==> src/rtl/rhs_spi_responder_if.sv <==
// rtl/rhs_spi_responder_if.sv - SPI pins and command-status bundle for the RHS responder
interface rhs_spi_responder_if;
  logic        SCLK;
  logic        MOSI;
  logic        CS;
  logic        MISO;
  logic        cmd_valid;
  logic [31:0] cmd_word;
  logic        frame_error;

  modport master (output SCLK, MOSI, CS, input MISO, cmd_valid, cmd_word, frame_error);
  modport slave  (input SCLK, MOSI, CS, output MISO, cmd_valid, cmd_word, frame_error);
endinterface

==> src/rtl/rhs_spi_responder.sv <==
// rtl/rhs_spi_responder.sv - oversampled RHS2116-style SPI responder with two-frame response pipeline
module rhs_spi_responder #(
  parameter int          NREGS   = 16,
  parameter logic [15:0] CHIP_ID = 16'h0020
) (
  input  logic               clk,
  input  logic               rstn,
  rhs_spi_responder_if.slave spi
);
  localparam int         AW      = (NREGS > 1) ? $clog2(NREGS) : 1;
  localparam logic [8:0] NREGS_W = 9'(NREGS);

  typedef enum logic [1:0] {IDLE, SHIFT, COMMIT} state_t;

  state_t      state, state_n;
  logic [2:0]  sclk_sync;
  logic [2:0]  cs_sync;
  logic [1:0]  mosi_sync;
  logic [31:0] rx_shift, tx_shift, q0, q1, resp, cmd_word;
  logic [5:0]  bit_cnt;
  logic        miso, cmd_valid, err_pend, frame_error, wr_en;
  logic [15:0] regs [NREGS];
  logic [7:0]  addr;
  logic [5:0]  ch;
  logic [15:0] data;

  wire sclk_rise = sclk_sync[1] & ~sclk_sync[2];
  wire sclk_fall = ~sclk_sync[1] & sclk_sync[2];
  wire cs_rise   = cs_sync[1] & ~cs_sync[2];
  wire cs_fall   = ~cs_sync[1] & cs_sync[2];

  assign spi.MISO        = miso;
  assign spi.cmd_valid   = cmd_valid;
  assign spi.cmd_word    = cmd_word;
  assign spi.frame_error = frame_error;

  // CS synchronizer idles high so reset release never looks like a frame start
  always_ff @(posedge clk or negedge rstn) begin
    if (!rstn) begin
      sclk_sync <= '0;
      cs_sync   <= 3'b111;
      mosi_sync <= '0;
    end else begin
      sclk_sync <= {sclk_sync[1:0], spi.SCLK};
      cs_sync   <= {cs_sync[1:0], spi.CS};
      mosi_sync <= {mosi_sync[0], spi.MOSI};
    end
  end

  always_ff @(posedge clk or negedge rstn) begin
    if (!rstn) state <= IDLE;
    else       state <= state_n;
  end

  always_comb begin
    state_n = state;
    resp    = '0;
    wr_en   = 1'b0;
    addr    = rx_shift[23:16];
    ch      = rx_shift[21:16];
    data    = rx_shift[15:0];
    case (state)
      IDLE:    if (cs_fall) state_n = SHIFT;
      SHIFT:   if (cs_rise) state_n = (bit_cnt == 6'd32) ? COMMIT : IDLE;
      COMMIT:  state_n = IDLE;
      default: state_n = IDLE;
    endcase
    case (rx_shift[31:30])
      2'b00: resp = {16'h8000 | {10'h000, ch}, ch, 10'h000};
      2'b01: resp = '0;
      2'b10: begin
        resp  = {16'hFFFF, data};
        wr_en = ({1'b0, addr} < NREGS_W);
      end
      default: begin
        if ({1'b0, addr} < NREGS_W) resp = {16'h0000, regs[addr[AW-1:0]]};
        else if (addr == 8'hFF)     resp = {16'h0000, CHIP_ID};
        else                        resp = '0;
      end
    endcase
  end

  // A CS rise takes priority over any SCLK edge seen in the same cycle
  always_ff @(posedge clk or negedge rstn) begin
    if (!rstn) begin
      rx_shift    <= '0;
      tx_shift    <= '0;
      q0          <= '0;
      q1          <= '0;
      bit_cnt     <= '0;
      miso        <= 1'b0;
      cmd_valid   <= 1'b0;
      cmd_word    <= '0;
      err_pend    <= 1'b0;
      frame_error <= 1'b0;
      for (int i = 0; i < NREGS; i++) regs[i] <= '0;
    end else begin
      cmd_valid   <= 1'b0;
      err_pend    <= 1'b0;
      frame_error <= err_pend;
      case (state)
        IDLE: begin
          miso <= 1'b0;
          if (cs_fall) begin
            tx_shift <= q1;
            bit_cnt  <= '0;
            miso     <= q1[31];
          end
        end
        SHIFT: begin
          if (cs_rise) begin
            miso <= 1'b0;
            if (bit_cnt != 6'd32) err_pend <= 1'b1;
          end else begin
            if (sclk_rise) begin
              rx_shift <= {rx_shift[30:0], mosi_sync[1]};
              if (bit_cnt != 6'd33) bit_cnt <= bit_cnt + 6'd1;
            end
            if (sclk_fall) begin
              tx_shift <= {tx_shift[30:0], 1'b0};
              miso     <= tx_shift[30];
            end
          end
        end
        COMMIT: begin
          q1        <= q0;
          q0        <= resp;
          cmd_word  <= rx_shift;
          cmd_valid <= 1'b1;
          if (wr_en) regs[addr[AW-1:0]] <= data;
        end
        default: miso <= 1'b0;
      endcase
    end
  end
endmodule
==> src/flat_wrapper.sv <==
// flat-port wrapper written by rule: the top's interface ports become plain ports
module rhs_spi_responder_flat 
#(
  parameter int          NREGS   = 16,
  parameter logic [15:0] CHIP_ID = 16'h0020
)
  (clk, rstn, spi_SCLK, spi_MOSI, spi_CS, spi_MISO, spi_cmd_valid, spi_cmd_word, spi_frame_error);
  rhs_spi_responder_if spi_i ();
  input  logic clk;
  input  logic rstn;
  input wire logic [$bits(spi_i.SCLK)-1:0] spi_SCLK;
  input wire logic [$bits(spi_i.MOSI)-1:0] spi_MOSI;
  input wire logic [$bits(spi_i.CS)-1:0] spi_CS;
  output wire logic [$bits(spi_i.MISO)-1:0] spi_MISO;
  output wire logic [$bits(spi_i.cmd_valid)-1:0] spi_cmd_valid;
  output wire logic [$bits(spi_i.cmd_word)-1:0] spi_cmd_word;
  output wire logic [$bits(spi_i.frame_error)-1:0] spi_frame_error;
  assign spi_i.SCLK = spi_SCLK;
  assign spi_i.MOSI = spi_MOSI;
  assign spi_i.CS = spi_CS;
  assign spi_MISO = spi_i.MISO;
  assign spi_cmd_valid = spi_i.cmd_valid;
  assign spi_cmd_word = spi_i.cmd_word;
  assign spi_frame_error = spi_i.frame_error;
  rhs_spi_responder #(.NREGS(NREGS), .CHIP_ID(CHIP_ID)) u_core (.clk(clk), .rstn(rstn), .spi(spi_i));
endmodule
==> config.mk <==
export PLATFORM = sky130hd
export DESIGN_NAME = rhs_spi_responder_flat
export DESIGN_NICKNAME = d
export VERILOG_FILES = /design/src/rtl/rhs_spi_responder_if.sv /design/src/rtl/rhs_spi_responder.sv /design/src/flat_wrapper.sv
export SDC_FILE = /design/constraint.sdc
export NUM_CORES = 1
export LEC_CHECK = 0
export ABC_CLOCK_PERIOD_IN_PS = 4950
export BUFFER_PORTS_ARGS = -buffer_cell sky130_fd_sc_hd__clkbuf_2
export CAP_MARGIN = 5
export CORE_UTILIZATION = 55
export DETAILED_ROUTE_END_ITERATION = 6
export PLACE_DENSITY = 0.7
export SKIP_LAST_GASP = 1
export SYNTH_ARGS = -nofsm -noshare
export SYNTH_HDL_FRONTEND = slang
export SYNTH_SLANG_ARGS = --single-unit
==> constraint.sdc <==
create_clock -name clk -period 4.95 [get_ports clk]
set_input_delay 0.99 -clock clk [delete_from_list [all_inputs] [get_ports clk]]
set_output_delay 0.99 -clock clk [all_outputs]
set_load 0.01 [all_outputs]
==> results.cfg <==
[setup_path]
critPathSlowestCell = sky130_fd_sc_hd__nor4_4
critical_path.cell_chain = nand4bb_1 > nor4_4 > mux2_2
critical_path_class = register to register
start_kind = register
crit_required_ns = 5.36
crit_buf_inv = 0
worstPathMaxFanout = 16
arrival_time_of_the_worst_setup_path_ns = 3.38
r2r.worst_path.cells = 3
crit_path_end_kind = register
critPathMaxStageDelay_ns = 1.20
critical-path-top-delay-family = simple AND/OR/NAND/NOR gates
worstSetupPathDepth = 3

[die]
die_outline_width_um = 184.9
die_area_um2 = 34180
top_level_ports = 40
rows = 66
core_um2 = 32700
initial_utilization_pct = 56.24
die_height_um = 184.9

[yosys]
synth_seq_area_share_pct = 57.03
synth_top_cell_area_share_pct = 56.60
postSynthNetCount = 1396
synth-main-ff-cell = sky130_fd_sc_hd__dfrtp_1
synth_area_per_cell_um2 = 13.25
yosys-top-cells-area = sky130_fd_sc_hd__dfrtp_1 57%, sky130_fd_sc_hd__mux2_2 20%, sky130_fd_sc_hd__mux4_2 7.6%, sky130_fd_sc_hd__nand2_1 5.6%, sky130_fd_sc_hd__clkbuf_1 1.4%
post_synth_inst_count = 1388
yosys_register_bits = 419
synthArstFlopShare_pct = 100.0
post_synthesis_cell_area_um2 = 18390
synth_largest_area_cell = sky130_fd_sc_hd__dfrtp_1
netlist-cell-type-count = 43
synth_edf_count = 0
synth-warning-count = 0

[cts]
htree_num_levels = 2
total_of_hold_buffers_inserted_after_clock_tree_synthesis = 0
postCtsResizedCells = 0
tritoncts_sinks = 419
cts_tree = done
clk_latency_ns = 0.54
cts_setup_buffers = 0
cts_buffer_depth = 3
clock_buffer_count_from_cts = 44
cts_root_buffer = sky130_fd_sc_hd__clkbuf_16
clk_transition_reported_paths_ns = 0.06

[place]
numPlacedInstances = 1775
port-buffer-count = 39
placement.cell_area_um2 = 18900
place_ws_ns = 1.970
globalplace.congestion = 0.8047
detailedPlacementHpwl_mm = 22.89

[worst_hold_path]
holdCritPathClass = register to register
worstHoldPathCells = 0

[sta]
endpoints_failing_hold = 0
setup_viol = 0
grt_setup_unrepaired = false
fin_setup_tns_ns = 0
ratio_of_final_minimum_period_to_clock_period_pct = 59.97
timing.final.crit_period_ns = 2.969
least_margin_pin_slew_ns = 1.238
maxSlewViolCount = 0
final_critical_path_setup_slack_ns = 1.981
fmaxAchievable_mhz = 336.9
relSlewSlack_pct = 16.85
finClkSkew_ns = 0.01534

[drt]
detail_route.wl_per_cell_um = 20.56
first_pass_iters = 7
drt_wl_total_mm = 38.07
ant_nets = 0
route.detailed.drc = 0
initialDrtViolationCount = 740
total_number_of_vias = 10680
post_drt_via_cell_ratio = 5.769

[cells_and_area]
design_area_um2 = 20300
drive_above_1_share_pct = 38.40
syn_to_final_growth_pct = 10.35
ant_cells = 0
final_cells = 1851
nets = 1387

[grt]
grt_antenna_before_repair = 0
grt_overflow_total = 0
grt_pass1_vias = 11120
grtUsageTotal_pct = 23.57
grt_first_pass_wirelength_mm = 62.16
maximum_number_of_pins_on_one_net_before_global_route_repair = 98

[power]
max-vdd-ir-drop_uv = 249.0
power_per_cell_area_nw_per_um2 = 346.2
leakage_power_figure_nw = 10.07

[outcome]
run_status = completed

[flow_run]
drv.max_cap_violation_count = 0
## through the flow
stage	power [mW]	utilization, %	hold WS [ns]
3_3_place_gp	3.887	57.78	0.3349
4_1_cts	7.095	62.06	0.3500
2_1_floorplan	3.744	-	0.3312
6_report	7.026	62.06	0.3479
5_1_grt	7.272	62.06	0.3541
3_5_place_dp	3.894	57.78	0.3370
## routing by layer
metal  vias up  wire length (µm)  global-route usage [%]  part of all wire [%]
met3        54              1422                   3.382                   3.7
li1       4849                 -                       -                     -
met5         -                 0                       0                     0
met2       187             18330                   38.21                    48
met1      5588             17680                   33.78                    46
met4         0               633                   5.620                   1.7
## placed cells by master, fill, tap and decap left out, drive strengths merged, types with 2 or more instances in the layout
cell type,count
buf,20
mux4,62
nand3,26
nand4,2
mux2,324
nor2b,7
dfrtp,416
o31ai,7
bufinv,2
dfstp,3
nand3b,2
a211oi,2
a22oi,19
o21ai,8
nor3,10
nand2,287
mux2i,24
clkbuf,106
nand2b,8
inv,17
nor2,10
nor3b,2
a31o,2
nor4,7
a21oi,10
nor4b,2
a221oi,6
clkinv,4
a31oi,4
ha,3
## worst reg2reg max path: stages, from the launching register on
cell and delay, ns:
sky130_fd_sc_hd__dfrtp_1 0.61, sky130_fd_sc_hd__nand4bb_1 0.59, sky130_fd_sc_hd__nor4_4 1.20, sky130_fd_sc_hd__mux2_2 0.44
## flip-flops by register name, summed over array words and instances, names as in the netlist
| signal | cells |
|---|---|
| u_core.bit_cnt | 6 |
| u_core.cs_sync | 3 |
| u_core.err_pend | 1 |
| u_core.mosi_sync | 2 |
| u_core.q0 | 24 |
| u_core.q1 | 24 |
| u_core.regs | 256 |
| u_core.rx_shift | 32 |
| u_core.sclk_sync | 3 |
| u_core.spi.MISO | 1 |
| u_core.spi.cmd_valid | 1 |
| u_core.spi.cmd_word | 32 |
| u_core.spi.frame_error | 1 |
| u_core.state | 2 |
| u_core.tx_shift | 31 |
## worst paths after layout
| check | end | from | slack [ns] |
|---|---|---|---|
| min in group asynchronous | u_core.bit_cnt[3]$_DFFE_PN0P_ | rstn | 0.48 |
| min | u_core.sclk_sync[1]$_DFF_PN0_ | u_core.sclk_sync[0]$_DFF_PN0_ | 0.35 |
| max in group asynchronous | u_core.regs[70]$_DFFE_PN0P_ | rstn | 3.38 |
| max reg2reg | u_core.regs[9]$_DFFE_PN0P_ | u_core.state[1]$_DFFE_PN0P_ | 1.98 |
| max | u_core.regs[9]$_DFFE_PN0P_ | u_core.state[1]$_DFFE_PN0P_ | 1.98 |
| min reg2reg | u_core.sclk_sync[1]$_DFF_PN0_ | u_core.sclk_sync[0]$_DFF_PN0_ | 0.35 |
## cell families (layout without fill, tap and decap cells)
| logic type | count (synthesis) | count (layout) | synth area share, % |
|---|---|---|---|
| AOI/OAI and AO/OA | 61 | 61 | 2.279 |
| adders and majority gates | 3 | 3 | 0.2041 |
| buffers and inverters | 128 | 149 | 2.905 |
| DFF | 419 | 419 | 57.03 |
| muxes | 410 | 410 | 28.74 |
| and+or+nand+nor | 367 | 367 | 8.844 |
## where the power goes
part,switching [mW],internal [mW]
combinational,0.122,0.0641
sequential,0.180,3.46
clock,1.29,1.91
total,1.59,5.43
## synthesized netlist by cell type (all sizes together), types with 2 or more instances
library cell	number
nor3b	2
nor4b	2
a221oi	6
nor2	10
clkbuf	68
inv	15
nand4	2
mux2i	24
nor4	7
mux4	62
nand3b	2
mux2	324
o31ai	7
a22oi	19
dfstp	3
a31oi	4
nand2	287
o21ai	8
nand3	26
ha	3
nand2b	8
a31o	2
a211oi	2
nor3	10
buf	45
nor2b	7
dfrtp	416
a21oi	10
## area by class of cell
type,count,area (µm²)
fill,2545,12410
inverter,15,56.30
sequential,419,10500
clock inverter,8,97.59
multi-input combinational,841,7403
clock buffer,68,1303
tap,442,553.0
timing repair buffer,58,385.4
(Power assumes the default switching activity.)
